File: src/rtl/clock_pkg.sv
// clock_pkg: shared limits, reset values and days-in-month helper for the clock calendar
package clock_pkg;
  localparam logic [3:0] SEC_TENS_MAX = 4'd5;
  localparam logic [3:0] MIN_TENS_MAX = 4'd5;
  localparam logic [4:0] HOUR_MAX = 5'd23;
  localparam logic [3:0] MONTH_MAX = 4'd12;
  localparam logic [4:0] RST_HOUR = 5'd0;
  localparam logic [4:0] RST_DATE = 5'd1;
  localparam logic [3:0] RST_MONTH = 4'd1;
  localparam logic [7:0] RST_YEAR = 8'd0;
  localparam logic [1:0] RST_CONTROL = 2'd0;
  // Leap rule year[1:0]==0 is exact over 2000..2099
  function automatic logic [4:0] days_in_month(input logic [3:0] month, input logic [7:0] year);
    return month == 4'd2 ? (year[1:0] == 2'd0 ? 5'd29 : 5'd28) :
           (month == 4'd4 || month == 4'd6 || month == 4'd9 || month == 4'd11) ? 5'd30 : 5'd31;
  endfunction
endpackage

File: src/rtl/bcd_mod60.sv
// bcd_mod60: two-digit BCD counter 00..TENS_MAX9 with sync clear
// Ports: clk, rst_n (sync active-low), clr (sync clear to 00), inc (step),
//        ones/tens (BCD digits), carry (inc while at the top value, combinational)
module bcd_mod60 #(
  parameter logic [3:0] TENS_MAX = 4'd5
) (
  input  logic       clk,
  input  logic       rst_n,
  input  logic       clr,
  input  logic       inc,
  output logic [3:0] ones,
  output logic [3:0] tens,
  output logic       carry
);
  logic [3:0] r_ones, r_tens;
  assign ones = r_ones;
  assign tens = r_tens;
  assign carry = inc && r_ones == 4'd9 && r_tens == TENS_MAX;
  always_ff @(posedge clk)
    if (!rst_n || clr) begin
      r_ones <= 4'd0;
      r_tens <= 4'd0;
    end else if (inc) begin
      r_ones <= r_ones == 4'd9 ? 4'd0 : r_ones + 4'd1;
      r_tens <= r_ones != 4'd9 ? r_tens : r_tens == TENS_MAX ? 4'd0 : r_tens + 4'd1;
    end
endmodule

File: src/rtl/clock_calendar_counter.sv
// clock_calendar_counter: seconds-to-years clock/calendar with set pulses and digit-scan select
// Ports: clk, rst_n (sync active-low), tick_1hz (run step), scan_tick (scan step),
//        set_min/set_hour/set_date/set_month/set_year (field increments, tick dropped),
//        sec1/sec2/min1/min2 (BCD), hour/date/month/year (binary), control (scan 0..3)
module clock_calendar_counter
  import clock_pkg::*;
#(
  parameter int YEAR_MAX = 99
) (
  input  logic       clk,
  input  logic       rst_n,
  input  logic       tick_1hz,
  input  logic       scan_tick,
  input  logic       set_min,
  input  logic       set_hour,
  input  logic       set_date,
  input  logic       set_month,
  input  logic       set_year,
  output logic [3:0] sec1,
  output logic [3:0] sec2,
  output logic [3:0] min1,
  output logic [3:0] min2,
  output logic [4:0] hour,
  output logic [4:0] date,
  output logic [3:0] month,
  output logic [7:0] year,
  output logic [1:0] control
);
  logic [4:0] r_hour, r_date;
  logic [3:0] r_month;
  logic [7:0] r_year;
  logic [1:0] r_control;
  logic w_run, w_sec_c, w_min_c, w_hour_c, w_date_c, w_month_c;
  logic [4:0] w_hour_nx, w_dim_cur, w_dim_nx, w_date_step, w_date_nx;
  logic [3:0] w_month_nx;
  logic [7:0] w_year_nx;
  // Any set pulse swallows the 1 Hz tick, so carries only propagate in run mode
  assign w_run = tick_1hz && !(set_min || set_hour || set_date || set_month || set_year);
  bcd_mod60 #(.TENS_MAX(SEC_TENS_MAX)) u_sec (
    .clk(clk), .rst_n(rst_n), .clr(set_min || set_hour), .inc(w_run),
    .ones(sec1), .tens(sec2), .carry(w_sec_c)
  );
  bcd_mod60 #(.TENS_MAX(MIN_TENS_MAX)) u_min (
    .clk(clk), .rst_n(rst_n), .clr(1'b0), .inc(set_min || w_sec_c),
    .ones(min1), .tens(min2), .carry(w_min_c)
  );
  always_comb begin
    w_hour_c = w_run && w_min_c && r_hour == HOUR_MAX;
    w_hour_nx = (set_hour || (w_run && w_min_c)) ? (r_hour == HOUR_MAX ? 5'd0 : r_hour + 5'd1) : r_hour;
    w_dim_cur = days_in_month(r_month, r_year);
    w_date_c = w_hour_c && r_date >= w_dim_cur;
    w_date_step = (set_date || w_hour_c) ? (r_date >= w_dim_cur ? 5'd1 : r_date + 5'd1) : r_date;
    w_month_c = w_date_c && r_month == MONTH_MAX;
    w_month_nx = (set_month || w_date_c) ? (r_month == MONTH_MAX ? 4'd1 : r_month + 4'd1) : r_month;
    w_year_nx = (set_year || w_month_c) ? (r_year >= 8'(YEAR_MAX) ? 8'd0 : r_year + 8'd1) : r_year;
    // Clamp against the month/year being written this cycle, not the current ones
    w_dim_nx = days_in_month(w_month_nx, w_year_nx);
    w_date_nx = w_date_step > w_dim_nx ? w_dim_nx : w_date_step;
  end
  always_ff @(posedge clk)
    if (!rst_n) begin
      r_hour <= RST_HOUR;
      r_date <= RST_DATE;
      r_month <= RST_MONTH;
      r_year <= RST_YEAR;
      r_control <= RST_CONTROL;
    end else begin
      r_hour <= w_hour_nx;
      r_date <= w_date_nx;
      r_month <= w_month_nx;
      r_year <= w_year_nx;
      r_control <= scan_tick ? r_control + 2'd1 : r_control;
    end
  assign hour = r_hour;
  assign date = r_date;
  assign month = r_month;
  assign year = r_year;
  assign control = r_control;
endmodule

File: config.mk
export PLATFORM = sky130hd
export DESIGN_NAME = clock_calendar_counter
export DESIGN_NICKNAME = d
export VERILOG_FILES = /design/src/rtl/clock_pkg.sv /design/src/rtl/bcd_mod60.sv /design/src/rtl/clock_calendar_counter.sv
export SDC_FILE = /design/constraint.sdc
export NUM_CORES = 1
export LEC_CHECK = 0
export CAP_MARGIN = 15
export CORE_MARGIN = 8
export CORE_UTILIZATION = 47
export DETAILED_ROUTE_END_ITERATION = 8
export PLACE_DENSITY = 0.74
export SLEW_MARGIN = 20
export SYNTH_ARGS = -nofsm -noshare
export SYNTH_HDL_FRONTEND = slang
export SYNTH_SLANG_ARGS = --single-unit
File: constraint.sdc
create_clock -name clk -period 9.6 [get_ports clk]
set_input_delay 1.92 -clock clk [delete_from_list [all_inputs] [get_ports clk]]
set_output_delay 1.92 -clock clk [all_outputs]
set_load 0.005 [all_outputs]
# Yosys cells after proc, flatten, opt, wreduce, memory -nomap -nowiden
# Index checks and enable logic that the tools add are counted.
# totals
reg_bits	40
elab_cells	91
out_inout_bits	40
# op_classes
reduce_logical	31
magnitude_cmp	3
add_sub_neg	9
bitwise_logic	2
mux	18
n_eq_ne	18
# ops
operator	n
4-bit == test (second input constant)	7
4-bit by 3-bit == test with 1-bit output (second input constant)	6
4-bit two-way mux	6
4-bit by 1-bit adder with 4-bit output (second input constant)	5
5-bit two-way mux	4
1-bit logical OR	16
5-bit by 1-bit adder with 5-bit output (second input constant)	2
1-bit logical AND	9
8-bit by 1-bit adder with 8-bit output (second input constant)	1
4-bit by 2-bit == test with 1-bit output (second input constant)	2
8-bit by 7-bit >= comparator with 1-bit output (second input constant)	1
8-bit two-way mux	1
4-bit != test (second input constant)	2
2-bit two-way mux	3
5-bit == test (second input constant)	1
5-bit >= comparator	1
5-bit greater-than comparator	1
2-bit logical NOT	2
1-bit two-way mux	4
2-bit AND reduction	2
2-bit by 1-bit adder with 2-bit output (second input constant)	1
1-bit logical NOT	2
1-bit NOT	2

# Depth between registers and ports, before layout
# Gate-level depths: netlist (run 1).
# depth
word_depth	24
mapped_depth	21
mapped_depth_nobuf	20

# Hierarchy
# From an unflattened synthesis (run 1), not the netlist that was laid out.
# unflattened
hier_cells	278
area_unflattened_um2	2377.3
# by_module_without_submodules
module	area_each_um2	cells_per_inst	n_inst
clock_calendar_counter	1581.5	190	1
bcd_mod60	397.9	44	2

# Worst setup path after synthesis (run 1)
# Ideal clock, no wire load.
# synth_path
kind	input port to flip-flop
start	in set_min
end	reg r_date[0], in the netlist date[0]
t_arrival_ns	4.659
setup_slack_ns	4.820
path_buffers	1
t_required_ns	9.480
cell_stages	15
path_cell_list	nor4b_1 nand3_2 nor3_4 a21oi_2 buf_6 mux2i_1 a311o_1 a21oi_1 nor2_1 ha_1 a21boi_0 o221ai_1 a211oi_4 o21a_1 o21ai_1
# synth_between
elab_chain_len	24
elab_cells_between_ends	35
# synth_lines
element	line	source
from (decl)	clock_calendar_counter.sv:14	input logic set_min,
1-bit logical OR (4 in a row)	clock_calendar_counter.sv:38	assign w_run = tick_1hz && !(set_min || set_hour || set_date || set_month || set_year);
1-bit logical NOT	clock_calendar_counter.sv:38	
1-bit logical AND	clock_calendar_counter.sv:38	
1-bit logical AND (2 in a row)	bcd_mod60.sv:18	assign carry = inc && r_ones == 4'd9 && r_tens == TENS_MAX;
1-bit logical OR	clock_calendar_counter.sv:44	.clk(clk), .rst_n(rst_n), .clr(1'b0), .inc(set_min || w_sec_c),
1-bit logical AND (2 in a row)	bcd_mod60.sv:18	
1-bit logical AND * (2 in a row)	clock_calendar_counter.sv:48	w_hour_c = w_run && w_min_c && r_hour == HOUR_MAX;
1-bit logical AND	clock_calendar_counter.sv:51	w_date_c = w_hour_c && r_date >= w_dim_cur;
1-bit logical OR	clock_calendar_counter.sv:54	w_month_nx = (set_month || w_date_c) ? (r_month == MONTH_MAX ? 4'd1 : r_month + 4'd1) : r_month;
4-bit two-way mux	clock_calendar_counter.sv:54	
4-bit by 3-bit == test with 1-bit output	clock_pkg.sv:15	(month == 4'd4 || month == 4'd6 || month == 4'd9 || month == 4'd11) ? 5'd30 : 5'd31;
1-bit logical OR (3 in a row)	clock_pkg.sv:15	
1-bit two-way mux	clock_pkg.sv:15	
2-bit two-way mux	clock_pkg.sv:14	return month == 4'd2 ? (year[1:0] == 2'd0 ? 5'd29 : 5'd28) :
5-bit greater-than comparator	clock_calendar_counter.sv:58	w_date_nx = w_date_step > w_dim_nx ? w_dim_nx : w_date_step;
5-bit two-way mux *	clock_calendar_counter.sv:58	
to (signal assigned)	clock_calendar_counter.sv:69	r_date <= w_date_nx;
to (decl)	clock_calendar_counter.sv:29	logic [4:0] r_hour, r_date;
# Mark *: on every way between the ends. The rest lies on a longest branch, timed or not.
# A chain may end at the register's enable or synchronous reset.

# Worst setup path after layout (run 1)
# Ends and elaborated chain as after synthesis.

==> flow_metrics.py, run 1 <==
metrics = {
    "sta": {
        "relSlewSlack_pct": 59.09,
        "setup_viol": 0,
        "period_minus_slack_ps": 5307,
        "grt_setup_unrepaired": "false",
        "period_share_pct": 55.28,
        "finalHoldViolations": 0,
        "worst_pin_slew_ps": 607.2,
        "max_freq_ghz": 0.1884,
        "finalMaxSlewViolations": 0,
        "fin_hold_ws_ps": 509.7,
        "skew_ps": 5.216,
        "fin_setup_tns_ps": 0,
    },
    "global_route": {
        "grt_pass1_vias": 1926,
        "grt_max_degree": 30,
        "grt.overflow.total": 0,
        "grtUsageMet3_pct": 3.781,
        "met1_usage_pct": 16.88,
        "gr-usage-met2_pct": 22.99,
        "grt_most_used_layer": "met2",
        "grt_pass1_wl_um": 8590,
        "antenna_found_initial": 0,
        "grtUsageTotal_pct": 14.02,
    },
    "cts": {
        "h-tree-depth": 2,
        "clk_latency_ps": 290,
        "cts_setup_buffers": 0,
        "cts_sinks": 40,
        "cts_tree": "done",
        "holdBufCountCts": 0,
        "cts.path.max_buffers": 2,
        "path_clk_slew_ps": 80,
        "clock_tree.root_cell": "clkbuf_8",
        "cts_buffers": 5,
        "cts_resized": 0,
    },
    "synthesis": {
        "synth_edf_count": 0,
        "ys_types": 54,
        "syn_nets": 297,
        "avgSynthCellArea_um2": 8.450,
        "yosys_warnings": 0,
        "synthArstFlopShare_pct": 0,
        "ys_ff_latch": 40,
        "syn_inst": 276,
        "synth-seq-area-share_pct": 34.33,
        "synth.cell_area_mm2": 0.002332,
        "synth.most_common_cell": "dfxtp_1",
        "yosysTopAreaCell": "dfxtp_1",
        "synth.top_cell.area_share_pct": 34.33,
        "synthTopCellsByCount": "dfxtp_1, nor2_1, nand2_1, o21ai_0, nor2b_1",
        "yosys-top-cells-area": "dfxtp_1, ha_1, nor2_1",
        "synth_flop_cell": "dfxtp_1",
    },
    "routing": {
        "drtPass1Iterations": 4,
        "drt_wl_total_um": 5285,
        "antenna_left": 0,
        "remaining_drc_errors": 0,
        "drtIter0Drc": 83,
        "wl_per_cell_um": 13.41,
        "via_per_inst": 5.203,
        "vias": 2050,
    },
    "die": {
        "die_w_um": 86.44,
        "start_util_pct": 49.05,
        "io_pins": 49,
        "dieArea_mm2": 0.007472,
        "rows": 25,
        "chipHeight_um": 86.44,
        "core_area_mm2": 0.004755,
    },
    "pwr": {
        "p_leak_nw": 1.103,
        "p_per_area_mw_per_mm2": 127.9,
        "ir_drop_mv": 0.08156,
    },
    "final_layout": {
        "area_delta_synth_final_pct": 28.65,
        "n_antenna_cell": 0,
        "multiInputGateArea_mm2": 0.001445,
        "seq_area_um2": 800.8,
        "nNetsFinal": 347,
        "final_area_mm2": 0.003000,
        "drive_above_1_share_pct": 7.339,
        "fillers": 440,
    },
    "setup_path": {
        "worst-setup-path-type": "in -> reg",
        "worst-r2r-setup-slack_ps": 4890,
        "crit_path_start_kind": "primary input",
        "worst_setup_path_end_kind": "register",
        "critPathArrivalTime_ps": 5490,
        "cp.required_ps": 9780,
        "ff2ff_path_depth": 20,
        "critPathLaunch": "set_min",
        "cp_max_fo": 11,
        "reg2reg_from": "month[0]$_SDFF_PN1_",
    },
    "placement": {
        "gp_routability_congestion": 0.8623,
        "dpl.hpwl_um": 3949,
        "dpl_cell_area_mm2": 0.002874,
        "port_buffers": 48,
    },
    "outcome": {
        "status": "finished, final reports clean",
    },
    "min_path": {
        "whs_path_depth": 1,
        "hold_start": "year[7]$_SDFFE_PN0N_",
        "hold_path_class": "reg -> reg",
    },
    "flow_run": {
        "maxCapViolCount": 0,
    },
}
flip-flops by register name (all words and copies together) (netlist names):
register / count
u_min.ones: 4
u_sec.tens: 4
u_sec.ones: 4
date: 5
u_min.tens: 4
month: 4
year: 8
control: 2
hour: 5
worst max-delay path: stages:
cell and delay [ps]:
clkdlybuf4s50_1 460, nor4b_1 450, nand3_2 250, nor3_4 300
a21oi_2 190, nand2b_4 190, o41a_1 330, a21oi_1 180
nor2_1 80, ha_1 270, a21boi_0 160, o221ai_1 190
a211oi_4 310, o21a_1 160, o21ai_1 60
path summary, 6_finish.rpt:
check / end
min: year[7]$_SDFFE_PN0N_
max: date[0]$_SDFF_PN1_
min reg2reg: year[7]$_SDFFE_PN0N_
max reg2reg: date[0]$_SDFF_PN1_
power by group:
part           switching (W)   total, W  internal (W)
clock network      0.0000574   0.000149     0.0000917
logic              0.0000261  0.0000554     0.0000294
registers         0.00000817   0.000179      0.000171
total              0.0000916   0.000384      0.000292
per-stage QoR:
| step | util, % | std cells | worst slack (ps) | total power [W] |
|---|---|---|---|---|
| after detailed placement | 60.45 | 386 | 3997 | 0.0002386 |
| after CTS | 63.11 | 394 | 4303 | 0.0003882 |
| after global placement | 60.45 | 386 | 4146 | 0.0002371 |
| final | 63.11 | 394 | 4293 | 0.0003838 |
| after global routing | 63.11 | 394 | 3985 | 0.0004011 |
| after floorplan | - | 276 | 4820 | 0.0002155 |
layer usage:
metal,share of wire (%),wire (um)
met5,0,0
met4,0.96,51
met3,4.8,256
met2,46,2440
met1,48,2536
cell families (layout without fill, tap and decap cells):
| kind of cell | Yosys count | after routing | synth area share (%) |
|---|---|---|---|
| adders and majority gates | 12 | 12 | 6.438 |
| AOI/OAI and AO/OA | 63 | 63 | 18.51 |
| DFF | 40 | 40 | 34.33 |
| buffers and inverters | 21 | 72 | 3.702 |
| muxes | 7 | 7 | 3.272 |
| xor gates and xnor gates | 15 | 15 | 5.633 |
| and+or+nand+nor | 118 | 118 | 28.11 |
cell type report:
type,count,share of cell area [%]
multi-input combinational,215,48.17
sequential,40,26.69
timing repair buffer,49,16.26
inverter,15,1.877
clock buffer,7,3.211
clock inverter,1,1.001
tap,67,2.794
layout by cell type, fill, tap and decap left out, types with 3 or more instances in the layout:
cell and count:
nand4_1 4, o21ai_0 19, mux2i_1 5, nand2b_1 4, ha_1 12, nor3_1 3
and4_1 3, xnor2_1 6, clkdlybuf4s50_1 48, a21oi_1 11, inv_1 15, a21boi_0 4
nand2_1 21, a31oi_1 6, dfxtp_1 40, o21ai_1 3, xor2_1 9, and3_1 4
nor3b_1 3, nor2_1 33, nor2b_1 17, nand3_1 8, and2_1 5, o21a_1 3
clkbuf_8 7
Power figures use the tool's default switching activity.
==> run 2: changes to the inputs <==
CORE_UTILIZATION = 46   (was 47)
PLACE_DENSITY = 0.76   (was 0.74)
clock period = 4.7 ns   (was 9.6 ns; I/O delays follow)
==> flow_metrics.py, run 2 (same netlist as run 1, synthesis figures left out) <==
metrics = {
    "outcome": {
        "status": "finished, final reports clean",
    },
    "global_route": {
        "grtUsageTotal_pct": 14.24,
        "grt_pass1_vias": 2000,
        "grt_pass1_wl_um": 8804,
        "antenna_found_initial": 0,
        "grt_max_degree": 20,
        "grt.overflow.total": 0,
    },
    "die": {
        "rows": 26,
        "chipHeight_um": 87.21,
        "core_area_mm2": 0.005010,
        "start_util_pct": 46.55,
        "die_w_um": 87.21,
        "dieArea_mm2": 0.007605,
        "io_pins": 49,
    },
    "final_layout": {
        "nNetsFinal": 350,
        "mostFrequentLayoutCell": "clkdlybuf4s50_1",
        "largest_register_ff_count": 8,
        "final_area_mm2": 0.003027,
        "n_antenna_cell": 0,
        "final_cell_mix": "clkdlybuf4s50_1, dfxtp_1, nor2_1, nand2_1, o21ai_0",
        "drive_above_1_share_pct": 8.182,
        "final_util_pct": 60.41,
        "area_delta_synth_final_pct": 29.77,
    },
    "sta": {
        "grt_setup_unrepaired": "false",
        "finalMaxSlewViolations": 0,
        "max_freq_ghz": 0.2278,
        "worst_pin_slew_ps": 586.1,
        "skew_ps": 4.318,
        "finalHoldViolations": 0,
        "setup_viol": 0,
        "period_share_pct": 93.39,
        "post-route-worst-setup-slack_ps": 310.5,
        "period_minus_slack_ps": 4390,
        "relSlewSlack_pct": 60.52,
        "fin_hold_ws_ps": 519.3,
        "fin_setup_tns_ps": 0,
    },
    "setup_path": {
        "cpMostUsedCell": "ha_1",
        "crit_path_start_kind": "register",
        "cp_slowest_cell": "a21oi_2",
        "critPathArrivalTime_ps": 4570,
        "cp.required_ps": 4880,
        "worst_setup_path_end_kind": "register",
        "worst-setup-path-type": "reg -> reg",
        "cp_max_fo": 11,
        "max_stage_delay_ps": 430,
        "crit_chain": "buf_4, ha_1, nor2_1, o21ai_0, o21ai_0, ha_1, nand2b_1, a21o_1, and4_1, a21oi_2, mux2i_1, a311o_1, a21oi_1, nor2_1, ha_1, a21boi_0, o221ai_1, a211oi_4, o21a_1, o21ai_1",
        "ff2ff_path_depth": 20,
    },
    "flow_run": {
        "maxCapViolCount": 0,
    },
    "min_path": {
        "hold_path_class": "reg -> reg",
        "whs_path_depth": 2,
    },
    "cts": {
        "cts_setup_buffers": 0,
        "clk_latency_ps": 290,
        "cts_buffers": 5,
        "cts.path.max_buffers": 2,
        "cts_resized": 0,
        "holdBufCountCts": 0,
        "cts_sinks": 40,
        "path_clk_slew_ps": 80,
        "cts_tree": "done",
        "clock_tree.root_cell": "clkbuf_8",
        "h-tree-depth": 2,
    },
    "placement": {
        "gp_routability_congestion": 0.9329,
        "port_buffers": 48,
        "dpl.hpwl_um": 4001,
        "dp_slack_ps": 187.4,
        "dpl_cell_area_mm2": 0.002900,
    },
    "routing": {
        "drtPass1Iterations": 4,
        "wl_per_cell_um": 13.36,
        "drt_wl_total_um": 5345,
        "antenna_left": 0,
        "drtIter0Drc": 162,
        "remaining_drc_errors": 0,
        "via_per_inst": 5.283,
        "vias": 2113,
    },
    "pwr": {
        "switching_power_w": 0.0001895,
        "p_clk_share_pct": 38.8,
        "ir_drop_mv": 0.1822,
        "comb_power_share_pct": 15.1,
        "p_int_w": 0.0005990,
        "p_leak_nw": 1.117,
        "seq_power_share_pct": 46.0,
        "p_per_area_mw_per_mm2": 260.5,
        "swShare_pct": 24.04,
    },
}
-- run 2: changes by cell type in the layout (fill, tap and decap cells not counted), sizes merged --
cell,delta
buf,+3
-- run 2: layer usage --
| metal | vias to the layer above | wire length (um) | part of all wire, % | track usage (%) |
|---|---|---|---|---|
| met2 | 63 | 2458 | 46 | 24.15 |
| met1 | 968 | 2502 | 47 | 16.94 |
| met5 | - | 0 | 0 | 0 |
| met4 | 0 | 39 | 0.73 | 3.438 |
| met3 | 4 | 344 | 6.4 | 4.434 |
| li1 | 1078 | - | - | - |
-- run 2: layout make-up --
type                            instances  area (um2)
Sequential cell                        40       800.8
Multi-Input combinational cell        215        1445
Inverter                               15       56.30
Clock buffer                            7       96.34
Timing Repair Buffer                   52       510.5
Clock inverter                          1       30.03
Fill cell                             462        1983
Tap cell                               70       87.58
-- run 2: path summary, 6_finish.rpt --
check | slack, ps | endpoint | start
setup reg to reg | 310 | date[0]$_SDFF_PN1_ | month[0]$_SDFF_PN1_
hold / removal | 520 | hour[3]$_SDFFE_PN0P_ | hour[3]$_SDFFE_PN0P_
setup / recovery | 310 | date[0]$_SDFF_PN1_ | month[0]$_SDFF_PN1_
hold reg to reg | 520 | hour[3]$_SDFFE_PN0P_ | hour[3]$_SDFFE_PN0P_
-- run 2: critical path: cells and delay by family (launching register included) --
| kind | cells | cell delay, ps |
|---|---|---|
| AOI/OAI and AO/OA | 11 | 2280 |
| muxes | 1 | 170 |
| and+or+nand+nor | 4 | 540 |
| buffers and inverters | 1 | 170 |
| adders and majority gates | 3 | 790 |
| DFF | 1 | 330 |
-- run 2: power groups by stage --
| stage | Clock [W] | Sequential, W | Combinational (W) |
|---|---|---|---|
| CTS | 0.000311 | 0.000363 | 0.000119 |
| detailed placement | 0 | 0.000371 | 0.000118 |
| finish | 0.000306 | 0.000363 | 0.000119 |
| floorplan | 0 | 0.000371 | 0.0000696 |
| global placement | 0 | 0.000371 | 0.000116 |
| global route | 0.000327 | 0.000365 | 0.000133 |
-- run 2: through the flow --
stage | total power, W | cells
floorplan | 0.0004402 | 276
global placement | 0.0004867 | 392
detailed placement | 0.0004891 | 392
CTS | 0.0007934 | 400
global route | 0.0008254 | 400
finish | 0.0007885 | 400
==> run 3: changes to the inputs <==
TNS_END_PERCENT = 1   (was not set)
==> results of run 3 <==
Final layout, timing and power as in run 2 (identical DEF).
